[config.mk]
export PLATFORM = sky130hd
export DESIGN_NAME = reg_scoreboard
export DESIGN_NICKNAME = d
export VERILOG_FILES = /design/src/rtl/reg_scoreboard.sv
export SDC_FILE = /design/constraint.sdc
export NUM_CORES = 1
export LEC_CHECK = 0
export BUFFER_PORTS_ARGS = -buffer_cell sky130_fd_sc_hd__buf_2
export CORE_MARGIN = 2
export CORE_UTILIZATION = 53
export DETAILED_ROUTE_END_ITERATION = 6
export PLACE_DENSITY = 0.8
export SLEW_MARGIN = 5
export SYNTH_ARGS = -nofsm -noshare
export SYNTH_HDL_FRONTEND = slang
export SYNTH_SLANG_ARGS = --single-unit
[constraint.sdc]
create_clock -name clock -period 5.65 [get_ports clock]
set_input_delay 1.13 -clock clock [delete_from_list [all_inputs] [get_ports clock]]
set_output_delay 1.13 -clock clock [all_outputs]
set_load 0.1 [all_outputs]
[src/rtl/reg_scoreboard.sv]
// Register-hazard scoreboard for the ID stage: tracks in-flight writes to the 8
// architectural registers and decides each cycle whether the ID instruction issues or stalls.
module reg_scoreboard #(
  parameter bit WB_BYPASS   = 1'b1,
  parameter bit R0_ZERO     = 1'b1,
  parameter int STALL_CNT_W = 16
) (
  input  logic                   clock,
  input  logic                   reset,
  input  logic                   issueValid,
  input  logic                   flush,
  input  logic [2:0]             rs,
  input  logic [2:0]             rt,
  input  logic [2:0]             rd,
  input  logic                   useRs,
  input  logic                   useRt,
  input  logic                   writesRd,
  input  logic                   wbValid,
  input  logic [2:0]             wbReg,
  output logic                   issueAccept,
  output logic                   stall,
  output logic [7:0]             pendingMask,
  output logic [3:0]             pendingCount,
  output logic [STALL_CNT_W-1:0] stallCount,
  output logic                   wbError
);

  logic [7:0] pending;
  logic [7:0] pendingNext;
  logic       hazard;
  logic       live;
  logic       wbMiss;

  function automatic logic isZeroReg(input logic [2:0] r);
    return R0_ZERO && (r == 3'd0);
  endfunction

  // A source read is safe when the bank is writing that same register through this cycle.
  function automatic logic srcHaz(input logic [7:0] pend, input logic [2:0] r,
                                  input logic wbV, input logic [2:0] wbR);
    return pend[r] & ~(WB_BYPASS & wbV & (wbR == r)) & ~isZeroReg(r);
  endfunction

  function automatic logic [3:0] popCount(input logic [7:0] v);
    logic [3:0] c;
    c = 4'd0;
    for (int i = 0; i < 8; i++) c = c + {3'b000, v[i]};
    return c;
  endfunction

  function automatic logic [STALL_CNT_W-1:0] satInc(input logic [STALL_CNT_W-1:0] v);
    return (&v) ? v : v + STALL_CNT_W'(1);
  endfunction

  always_comb begin
    hazard = (useRs & srcHaz(pending, rs, wbValid, wbReg))
           | (useRt & srcHaz(pending, rt, wbValid, wbReg))
           | (writesRd & pending[rd] & ~isZeroReg(rd));
    live        = issueValid & ~flush;
    issueAccept = live & ~hazard;
    stall       = live & hazard;
    wbMiss      = wbValid & ~pending[wbReg];
  end

  // Clear on writeback first so a same-cycle accepted issue of that register wins.
  always_comb begin
    pendingNext = pending;
    if (wbValid) pendingNext[wbReg] = 1'b0;
    if (issueAccept & writesRd & ~isZeroReg(rd)) pendingNext[rd] = 1'b1;
  end

  always_ff @(posedge clock or negedge reset) begin
    if (!reset) begin
      pending      <= 8'd0;
      pendingCount <= 4'd0;
      stallCount   <= '0;
      wbError      <= 1'b0;
    end else begin
      pending      <= pendingNext;
      pendingCount <= popCount(pendingNext);
      if (stall) stallCount <= satInc(stallCount);
      if (wbMiss) wbError <= 1'b1;
    end
  end

  assign pendingMask = pending;

endmodule

# After elaboration in Yosys (flattened, before gate mapping)
# Cells that the tools add are included.
# word_totals
reg_bits	29
input_bits	20
output_inout_bits	31
elab_cells	71
# classes
n_addsub	8
magnitude_cmp	6
eq_ne	2
mux	14
n_bitwise	30
reduce_logical	7
# ops
operator	count
$add A16 B1 Y16 const B	1
$add A4 B1 Y4	4
$and A1 B1 Y1	16
$lt A3 B4 Y1 const B	4
$mux W8	2
$reduce_and A16 Y1	1
$bmux W1 S3	4
$logic_not A3 Y1	3
$not A1 Y1	9
$and A8 B8 Y8	1
$not A8 Y8	1
$or A8 B8 Y8	1
$demux W1 S3	2
$eq A3 B3 Y1	2
$ge A3 B1 Y1 const B	2
$mux W1	6
$add A3 B1 Y4	1
$add A2 B1 Y3	1
$add A1 B1 Y2	1
$logic_and A1 B1 Y1	2
$or A1 B1 Y1	2
$reduce_and A2 Y1	1

# Longest topological paths before layout
# logic_depth
word_depth	20
ltp_mapped	18
ltp_nobuf	15

# Worst setup path before layout
# Ideal clock, no wire load.
# synth_path
path_type	input to register
startpoint	input port rt[0]
endpoint	register pendingCount[2]
setup_time_ns	0.123
arrival_ns	4.823
t_required_ns	5.527
slack_ns	0.705
cell_stages	17
path_buffers	2
path_cell_list	mux2_1 -> a221o_1 -> nand4_1 -> o221a_1 -> buf_6 -> buf_6 -> nand2_2 -> o31ai_1 -> fa_1 -> fa_1 -> inv_1 -> fa_1 -> inv_1 -> ha_1 -> inv_1 -> fa_1 -> xnor2_1
# synth_between
elab_cells_between_ends	24
classes_between	add/sub: 7; eq/ne: 1; mux: 3; bitwise: 12; reduce/logical: 1
# synth_rtl
item	line_no	rtl
start: declaration	13	input logic [2:0] rt,
branches (longest 4 deep; another with $bmux W1 S3)	--	
$and A1 B1 Y1 (*)	41	return pend[r] & ~(WB_BYPASS & wbV & (wbR == r)) & ~isZeroReg(r);
$and A1 B1 Y1 (*)	57	| (useRt & srcHaz(pending, rt, wbValid, wbReg))
$or A1 B1 Y1 (*)	57	
$or A1 B1 Y1 (*)	58	| (writesRd & pending[rd] & ~isZeroReg(rd));
$not A1 Y1 (*)	60	issueAccept = live & ~hazard;
$and A1 B1 Y1 (*)	60	
$and A1 B1 Y1 (*) (2 in series)	69	if (issueAccept & writesRd & ~isZeroReg(rd)) pendingNext[rd] = 1'b1;
$mux W8 (*)	69	
via pendingNext[3]	29	logic [7:0] pendingNext;
$add A3 B1 Y4 (*)	47	for (int i = 0; i < 8; i++) c = c + {3'b000, v[i]};
$add A4 B1 Y4 (*) (4 in series)	47	
end signal: assignment	80	pendingCount <= popCount(pendingNext);
end: declaration	23	output logic [3:0] pendingCount,
# Mark *: on every way through the listed nets, which the timed path passes. The select of a mux whose other input is x is not followed.
# A chain may end at the register's enable or synchronous reset.

# Worst setup path in the final report
# layout_path
startpoint	input port rt[0]
endpoint	register pendingCount[1]
# Same word-level chain as after synthesis.

==> metrics.csv <==
stage;metric;value;unit
pwr;cell_internal_pwr;0.446;mW
critical_path;r2r_start;pendingMask[3]$_DFF_PN0_;
drt;vias;1576;
hold_path;hold_end;wbError$_DFFE_PN0P_;
clock_network;htreeDepth;2;
clock_network;cts.sinks;29;
floorplanning;io_pins;51;
critical_path;reg2reg_depth;15;
synthesis;avgSynthCellArea;10.4;um2
pwr;ir_drop;0.333;mV
final_layout;finalInstanceArea;2260;um2
critical_path;r2r-end;pendingCount[1]$_DFF_PN0_;
drt;dr.pass1.iters;4;
pwr;power_density;370;nW/um2
timing;hold_viol;0;
clock_network;cts_made_buffers;5;
timing;relSlewSlack;58.2;%
drt;routedWlPerCell;14.6;um
synthesis;ys_ff_latch;29;
pwr;p_leak;1.12;nW
pwr;p_sw_share;46.6;%
critical_path;slowest_stage;fa_1;
critical_path;critical_path_class;input pin to register;
final_layout;layout-drive-gt1-share;30.9;%
floorplanning;core_area;3420;um2
hold_path;hold_class;register to register;
clock_network;cts_setup_buffers;0;
timing;slew_viol_final;0;
clock_network;clock_latency;0.33;ns
global_route;grt_pass1_wl;7000;um
pwr;combPwrFrac;43.0;%
floorplanning;die_h;64.2;um
timing;grt_setup_unrepaired;no;
clock_network;cts_root_buf;clkbuf_4;
drt;viasPerCell;5.65;
global_route;antenna_found_initial;0;
critical_path;path_max_fanout;5;
synthesis;netlist_area;1920;um2
clock_network;clk_pin_slew_worst_paths;0.10;ns
critical_path;crit_family;adder cells;
timing;finalCritPeriodShare;83.6;%
placement;dpl_cell_area;2160;um2
timing;clock_skew;0.00484;ns
global_route;grtUsageTotal;21.7;%
clock_network;cts_hold_buf;0;
synthesis;synth.distinct_cells;44;
critical_path;crit_chain;buf_2 -> mux2_1 -> a221o_1 -> nand4_1 -> o221a_1 -> nand2_2 -> o31ai_1 -> fa_1 -> fa_1 -> inv_1 -> fa_1 -> inv_1 -> ha_1 -> inv_1 -> fa_1 -> inv_1;
pwr;p_sw;0.390;mW
global_route;grt_pass1_vias;1518;
synthesis;syn_nets;212;
global_route;grt_max_degree;30;
timing;min_period;4.72;ns
critical_path;crit_buf_inv;5;
clock_network;cts_resized;0;
critical_path;cp.required;5.88;ns
synthesis;synth.yosys.seq_area_share;37.8;%
final_layout;diodes;0;
timing;fmax;212;MHz
synthesis;postSynth.asyncResetShare;100;%
outcome;status;finished clean;
hold_path;worstHoldStart;wbError$_DFFE_PN0P_;
synthesis;synth_edf_count;0;
pwr;p_seq_share;31.8;%
timing;finalSetupViolations;0;
timing;setup_tns;0;ns
drt;drcViolationCount;0;
global_route;gr-total-overflow;0;
timing;fin_ws;0.927;ns
clock_network;clockBufferDepth;2;
critical_path;cp-end-kind;register;
critical_path;startpoint_type;input pin;
floorplanning;start_util;56.2;%
hold_path;hold_depth;1;
placement;port_buffers;50;
placement;gp_congestion;0.818;
timing;tightestPinTransition;0.627;ns
floorplanning;die_area;4120;um2
clock_network;tritoncts;done;
drt;postRouteWirelength;4080;um
synthesis;synthFlopType;dfrtp_1;
placement;dp_slack;0.582;ns
critical_path;worst_ep_arrival_time;4.95;ns
drt;drtAntennaViolNets;0;
floorplanning;die-width;64.2;um
flow_run;cap_violations;0;
synthesis;yosysWarnings;0;
synthesis;syn_inst;184;
critical_path;regToRegSetupSlack;1.40;ns
critical_path;cpPeakStageDelay;0.50;ns
final_layout;finalNetCount;260;
final_layout;area_growth;17.8;%
pwr;clkPwrFrac;25.2;%
placement;hpwl;3050;um
floorplanning;fp-row-count;21;
drt;drtIter0Drc;57;
## sequential cells by signal, indices dropped and copies added (netlist names)
signal	count
pendingMask	8
pendingCount	4
stallCount	16
wbError	1
## power by group through the flow
stage / clock (mW) / sequential, mW / combinational (mW)
2_1_floorplan: 0 / 0.458 / 0.108
3_3_place_gp: 0 / 0.270 / 0.355
3_5_place_dp: 0 / 0.271 / 0.361
4_1_cts: 0.216 / 0.266 / 0.362
5_1_grt: 0.226 / 0.272 / 0.382
6_report: 0.211 / 0.266 / 0.359
## kinds of logic (layout without fill, tap and decap cells)
family / after synthesis / count (layout) / synth area share, %
simple gates: 61 / 61 / 20.2
compound gates: 32 / 32 / 11.0
flops: 29 / 29 / 37.8
buf+inv: 21 / 70 / 6.32
xor+xnor: 20 / 20 / 9.52
mux: 13 / 13 / 8.34
fa+ha+maj: 8 / 8 / 6.78
## layout make-up
type | count | area [um2]
well taps | 46 | 57.6
inverters | 10 | 37.5
clock buffers | 5 | 37.5
flip-flops and latches | 29 | 726
fillers | 279 | 1150
clock inverters | 3 | 65.1
repair buffers | 52 | 265
multi-input cells | 134 | 1070
## synth_stat cells (3+ instances only)
master	count	area share (%)
buf_6	3	1.8
o21ai_0	12	3.1
nand4_1	5	1.6
mux2i_1	7	3.7
ha_1	4	2.6
nand3_1	10	2.6
xnor2_1	10	4.6
inv_1	10	2.0
and3_1	3	0.98
nor3_1	5	1.3
nand2b_1	6	2.0
nor2b_1	3	0.98
nor2_1	4	0.78
nand3b_1	7	2.7
dfrtp_1	29	38
a21oi_1	4	1.0
buf_4	4	1.6
nand4b_1	3	1.4
xor2_1	9	4.1
o31ai_1	5	2.0
fa_1	4	4.2
nand2_1	6	1.2
mux2_2	3	1.8
## worst max-delay path by stage
stage                from  cells past startpoint                   endpoint  slack, ns
floorplan           rt[0]                     17  pendingCount[2]$_DFF_PN0_       0.70
global placement    rt[0]                     16  pendingCount[2]$_DFF_PN0_       0.67
detailed placement  rt[0]                     16  pendingCount[2]$_DFF_PN0_       0.58
CTS                 rt[0]                     16  pendingCount[2]$_DFF_PN0_       0.92
global route        rd[1]                     16  pendingCount[1]$_DFF_PN0_       0.69
finish              rt[0]                     16  pendingCount[1]$_DFF_PN0_       0.93
## metal layers
layer / GRT usage, % / routed length [um]
met1: 29.4 / 1840
met2: 33.7 / 1890
met3: 5.11 / 281
met4: 8.51 / 75
met5: 0 / 0
## per-stage QoR
stage / power, mW / utilization, % / cells / hold slack (ns)
floorplan: 0.566 / - / 184 / 0.834
global placement: 0.626 / 63.2 / 271 / 0.451
detailed placement: 0.632 / 63.2 / 271 / 0.442
CTS: 0.844 / 66.2 / 279 / 0.462
global route: 0.880 / 66.2 / 279 / 0.501
finish: 0.836 / 66.2 / 279 / 0.462
## cells in the final DEF, fill, tap and decap left out, drive strengths merged, types with 3 or more instances in the layout
master	netlist	routed
o31ai	5	5
nand4b	3	3
nor2	4	4
nand2b	6	6
nor3	5	5
nand3	11	11
xor2	9	9
and3	3	3
clkbuf	2	5
xnor2	11	11
fa	4	4
nand4	5	5
o21ai	14	14
buf	9	52
a21oi	4	4
nand3b	7	7
mux2	4	4
nand2	7	7
dfrtp	29	29
ha	4	4
mux2i	7	7
nor2b	3	3
inv	10	10
nor4b	3	3
No activity file was read; power rests on OpenSTA's default activity.
